$ cat config.mk
export PLATFORM = sky130hd
export DESIGN_NAME = bcd_display_scan
export DESIGN_NICKNAME = d
export VERILOG_FILES = /design/src/rtl/bcd_display_scan.sv
export SDC_FILE = /design/constraint.sdc
export NUM_CORES = 1
export LEC_CHECK = 0
export BUFFER_PORTS_ARGS = -buffer_cell sky130_fd_sc_hd__buf_4
export CORE_ASPECT_RATIO = 0.9
export CORE_MARGIN = 3
export CORE_UTILIZATION = 35
export CTS_CLUSTER_SIZE = 20
export DETAILED_ROUTE_END_ITERATION = 6
export HOLD_SLACK_MARGIN = 0.03
export PLACE_DENSITY = 0.62
export SETUP_SLACK_MARGIN = 0.02
export SLEW_MARGIN = 30
export SYNTH_ARGS = -nofsm -noshare
export SYNTH_HDL_FRONTEND = slang
export SYNTH_SLANG_ARGS = --single-unit
$ cat constraint.sdc
create_clock -name clk -period 6.6 [get_ports clk]
set_clock_uncertainty 0.1 [all_clocks]
set_input_delay 0.33 -clock clk [delete_from_list [all_inputs] [get_ports clk]]
set_output_delay 0.33 -clock clk [all_outputs]
set_load 0.02 [all_outputs]
$ cat src/rtl/bcd_display_scan.sv
// Time-multiplexed 7-segment driver for packed BCD digits with refresh prescaler,
// per-slot blank guard and frame-synchronous update. Optional: LEADING_ZERO_BLANK_EN.
module bcd_display_scan #(
  parameter int unsigned NUM_DIGITS  = 4,
  parameter int unsigned REFRESH_DIV = 50000,
  parameter int unsigned ACTIVE_LOW  = 1
) (
  input  logic                    clk,
  input  logic                    rst,
  input  logic [4*NUM_DIGITS-1:0] bcd_in,
  input  logic                    load,
  output logic [6:0]              seg,
  output logic [NUM_DIGITS-1:0]   an,
  output logic                    frame_tick,
  output logic                    pending
);

  localparam int unsigned DW = 4 * NUM_DIGITS;
  localparam int unsigned PW = $clog2(REFRESH_DIV);
  localparam int unsigned IW = $clog2(NUM_DIGITS);
  localparam logic        POL = (ACTIVE_LOW != 0);

  logic [PW-1:0]         prescaler_q, prescaler_d;
  logic [IW-1:0]         scan_idx_q, scan_idx_d;
  logic [DW-1:0]         shadow_q, shadow_d;
  logic [DW-1:0]         display_q, display_d;
  logic                  pending_q, pending_d;
  logic                  frame_tick_q, frame_tick_d;
  logic [6:0]            seg_q, seg_d;
  logic [NUM_DIGITS-1:0] an_q, an_d;

  logic                  tick_c, wrap_c;
  logic [3:0]            digit_c;
  logic                  digit_blank_c;
  logic [NUM_DIGITS-1:0] lz_mask_c;

  function automatic logic [6:0] decode(input logic [3:0] d);
    case (d)
      4'd0:    decode = 7'h3F;
      4'd1:    decode = 7'h06;
      4'd2:    decode = 7'h5B;
      4'd3:    decode = 7'h4F;
      4'd4:    decode = 7'h66;
      4'd5:    decode = 7'h6D;
      4'd6:    decode = 7'h7D;
      4'd7:    decode = 7'h07;
      4'd8:    decode = 7'h7F;
      4'd9:    decode = 7'h6F;
      default: decode = 7'h40;
    endcase
  endfunction

  // Prescaler, scan index and shadow/display handoff at the frame boundary.
  always_comb begin
    tick_c       = (prescaler_q == PW'(REFRESH_DIV - 1));
    wrap_c       = tick_c && (scan_idx_q == IW'(NUM_DIGITS - 1));
    prescaler_d  = tick_c ? '0 : prescaler_q + PW'(1);
    scan_idx_d   = scan_idx_q;
    shadow_d     = shadow_q;
    display_d    = display_q;
    pending_d    = pending_q;
    frame_tick_d = wrap_c;
    if (tick_c) begin
      scan_idx_d = (scan_idx_q == IW'(NUM_DIGITS - 1)) ? '0 : scan_idx_q + IW'(1);
    end
    // A load on the wrap edge defers the transfer so one frame never mixes two loads.
    if (load) begin
      shadow_d  = bcd_in;
      pending_d = 1'b1;
    end else if (wrap_c) begin
      display_d = shadow_q;
      pending_d = 1'b0;
    end
  end

`ifdef LEADING_ZERO_BLANK_EN
  // Digit i>0 blanks while it and every higher digit are zero; invalid codes count as non-zero.
  always_comb begin
    logic zero_run;
    zero_run  = 1'b1;
    lz_mask_c = '0;
    for (int i = NUM_DIGITS - 1; i > 0; i--) begin
      zero_run     = zero_run & (display_q[4*i +: 4] == 4'd0);
      lz_mask_c[i] = zero_run;
    end
  end
`else
  assign lz_mask_c = '0;
`endif

  always_comb begin
    digit_c       = 4'd0;
    digit_blank_c = 1'b0;
    for (int i = 0; i < NUM_DIGITS; i++) begin
      if (scan_idx_q == IW'(i)) begin
        digit_c       = display_q[4*i +: 4];
        digit_blank_c = lz_mask_c[i];
      end
    end
  end

  // First cycle of each slot is blanked to suppress ghosting between digits.
  always_comb begin
    seg_d = {7{POL}};
    an_d  = {NUM_DIGITS{POL}};
    if (prescaler_q != '0) begin
      an_d  = (NUM_DIGITS'(1) << scan_idx_q) ^ {NUM_DIGITS{POL}};
      seg_d = (digit_blank_c ? 7'h00 : decode(digit_c)) ^ {7{POL}};
    end
  end

  always_ff @(posedge clk or posedge rst) begin
    if (rst) begin
      prescaler_q  <= '0;
      scan_idx_q   <= '0;
      shadow_q     <= '0;
      display_q    <= '0;
      pending_q    <= 1'b0;
      frame_tick_q <= 1'b0;
      seg_q        <= {7{POL}};
      an_q         <= {NUM_DIGITS{POL}};
    end else begin
      prescaler_q  <= prescaler_d;
      scan_idx_q   <= scan_idx_d;
      shadow_q     <= shadow_d;
      display_q    <= display_d;
      pending_q    <= pending_d;
      frame_tick_q <= frame_tick_d;
      seg_q        <= seg_d;
      an_q         <= an_d;
    end
  end

  assign seg        = seg_q;
  assign an         = an_q;
  assign frame_tick = frame_tick_q;
  assign pending    = pending_q;

endmodule

==> out/results.ini <==
[sta]
grt_setup_unrepaired = false
tightest_slew_ps = 924
layout_setup_ws_ps = 3650
finalCritPeriodShare_pct = 44.7
drv_slew = 0
tns_ps = 0
maxSlewHeadroom_pct = 38.0
hold_viol_final = 0
period_needed_ps = 2950
setup_violations = 0
holdWs_ps = 107
fmax_mhz = 339

[cells_and_area]
nets = 304
num_antenna_cells = 0
drive_above_1_share_pct = 35.1
instances_no_fill = 378
fillCellCount = 768
area_growth_pct = 17.2

[placement]
dp_cells = 362
hpwlAfterDp_um = 3830
numPortBuffers = 31
dpl_worst_slack_ps = 3730
place_congestion = 0.775

[clock_tree]
postCtsSetupBuffers = 0
ctsResizeCount = 0
root_buffer = clkbuf_8
path_clk_slew_ps = 60
cts.sinks = 63
htreeDepth = 3
cts_buffers = 9
clk_latency_ps = 340
cts_hold_buf = 0
cts.path.max_buffers = 2
cts_tree = built

[worst_hold_path]
hp-class = primary input to asynchronous set/reset pin

[route]
via_per_inst = 5.03
drcViolationCount = 0
drt_wl_total_um = 5450
drtIter0Drc = 96
vias = 1903
wl_per_cell_um = 14.4
ant_nets = 0
first_pass_iters = 4

[yosys]
syn_avg_cell_area_um2 = 12.3
synthCells = 241
async_reset_ff_share_pct = 100
synth_edf_count = 0
ys_types = 44
ys_seq_elements = 63
yosys_warnings = 0
synthFlopType = dfrtp_1
synthesis.area_um2 = 2980
seq_area_frac_synth_pct = 53.4
synth_nets = 271

[power]
p_per_area_nw_per_um2 = 216
p_leak_nw = 1.64
power_mw = 0.753
ir_drop_mv = 0.142

[global_routing]
grt_pass1_wl_um = 9520
grt_use_total_pct = 12.9
top_usage_layer = met1
grt_pass1_vias = 1904
use_met1_pct = 18.0
grt_max_degree = 64
use_met3_pct = 5.15
grtUsageMet2_pct = 17.5
antenna_found_initial = 0
grt_overflow_total = 0

[die]
fp.dieH_um = 93.5
die_area_um2 = 9650
core_um2 = 8150
num_io_pins = 32
start_util_pct = 36.5
fp.dieW_um = 103
rows = 31

[job]
cap_violations = 0

[setup_path]
required_ps = 6750
crit_arrival_ps = 3100
path_class = flop to flop
end_kind = flop
critPathMaxFanout = 17
critPathLaunchType = flop

[run_status]
status = completed

==> critical path, cell delays in order, from the launching register on <==
cell	delay (ps)
dfrtp_1	390
ha_1	570
a211oi_1	90
a211oi_1	810
inv_1	210
ha_1	270
mux2_2	260
a32oi_1	160
==> registers in the layout (all words and copies together), names as in the netlist <==
name and flops:
frame_tick 1, seg 7, scan_idx_q 2, display_q 16, pending 1, prescaler_q 16, an 4, shadow_q 16
==> path summary, 6_finish.rpt <==
check                                       endpoint                      start  slack, ps  cells after the start
max in group asynchronous  prescaler_q[10]$_DFF_PP0_                        rst       5780                      3
min                              pending$_DFFE_PP0P_                        rst        110                      3
min reg2reg                      pending$_DFFE_PP0P_        pending$_DFFE_PP0P_        400                      1
min in group clk             shadow_q[7]$_DFFE_PP0P_                  bcd_in[7]        120                      2
max reg2reg                         seg[4]$_DFF_PP1_  scan_idx_q[0]$_DFFE_PP0N_       3650                      7
max                                 seg[4]$_DFF_PP1_  scan_idx_q[0]$_DFFE_PP0N_       3650                      7
==> layout make-up <==
| class | instances | area (um^2) | area share [%] |
|---|---|---|---|
| clock inverters | 3 | 42.5 | 1.22 |
| clock buffers | 13 | 149 | 4.27 |
| multi-input cells | 152 | 1280 | 36.8 |
| inverters | 16 | 60.1 | 1.72 |
| well taps | 99 | 124 | 3.55 |
| flip-flops and latches | 63 | 1590 | 45.6 |
| repair buffers | 32 | 240 | 6.89 |
==> routing by layer <==
layer  wire, um  share of wire (%)
met2       2290                 42
met5          0                  0
met3        335                6.2
met4        146                2.7
met1       2680                 49
==> cells in the mapped netlist (all sizes together), types with 3 or more instances <==
master | n | share of area, %
nor2b | 4 | 1.1
nor3 | 5 | 1.0
nor3b | 5 | 1.3
a21oi | 4 | 0.67
nand3b | 4 | 1.0
xnor2 | 7 | 2.1
ha | 11 | 4.6
nand4 | 5 | 1.1
nand3 | 7 | 1.2
nand2 | 10 | 1.3
nor2 | 13 | 1.6
xor2 | 5 | 1.5
buf | 6 | 1.2
a211oi | 6 | 1.7
nor4 | 3 | 0.84
clkbuf | 4 | 0.50
dfrtp | 52 | 44
o21ai | 6 | 1.0
a32oi | 4 | 1.2
dfstp | 11 | 9.7
mux2 | 34 | 14
or4 | 3 | 0.88
inv | 16 | 2.0
==> layout by cell type, fill, tap and decap left out, types with 6 or more instances in the layout <==
| cell type | synthesis | final |
|---|---|---|
| nand3_1 | 7 | 7 |
| dfrtp_1 | 52 | 52 |
| mux2_4 | 9 | 9 |
| dfstp_2 | 11 | 11 |
| nand2_1 | 10 | 10 |
| nor2_1 | 13 | 13 |
| xnor2_1 | 7 | 7 |
| o21ai_0 | 6 | 6 |
| inv_1 | 16 | 15 |
| mux2_2 | 25 | 25 |
| clkbuf_8 | 0 | 10 |
| ha_1 | 11 | 11 |
| buf_4 | 0 | 32 |
==> stage by stage <==
step | area [um^2] | utilization (%)
after global routing | 3490 | 42.8
after global placement | 3290 | 40.4
after detailed placement | 3290 | 40.4
after floorplan | 2980 | -
final | 3490 | 42.8
after CTS | 3480 | 42.7
==> power by group <==
part	switching (mW)	internal, mW	total [mW]
sequential	0.00505	0.396	0.401
combinational	0.0126	0.0162	0.0288
clock	0.138	0.184	0.322
total	0.156	0.597	0.753
==> cells by family (layout without fill, tap and decap cells) <==
| logic type | after synthesis | in the layout | share of synthesized area (%) |
|---|---|---|---|
| buffers and inverters | 26 | 64 | 3.74 |
| xor gates and xnor gates | 12 | 12 | 3.53 |
| AOI/OAI and AO/OA | 25 | 25 | 6.01 |
| adders and majority gates | 11 | 11 | 4.63 |
| and+or+nand+nor | 68 | 68 | 14.0 |
| muxes | 36 | 36 | 14.7 |
| DFF | 63 | 63 | 53.4 |
Power figures use the tool's default switching activity.
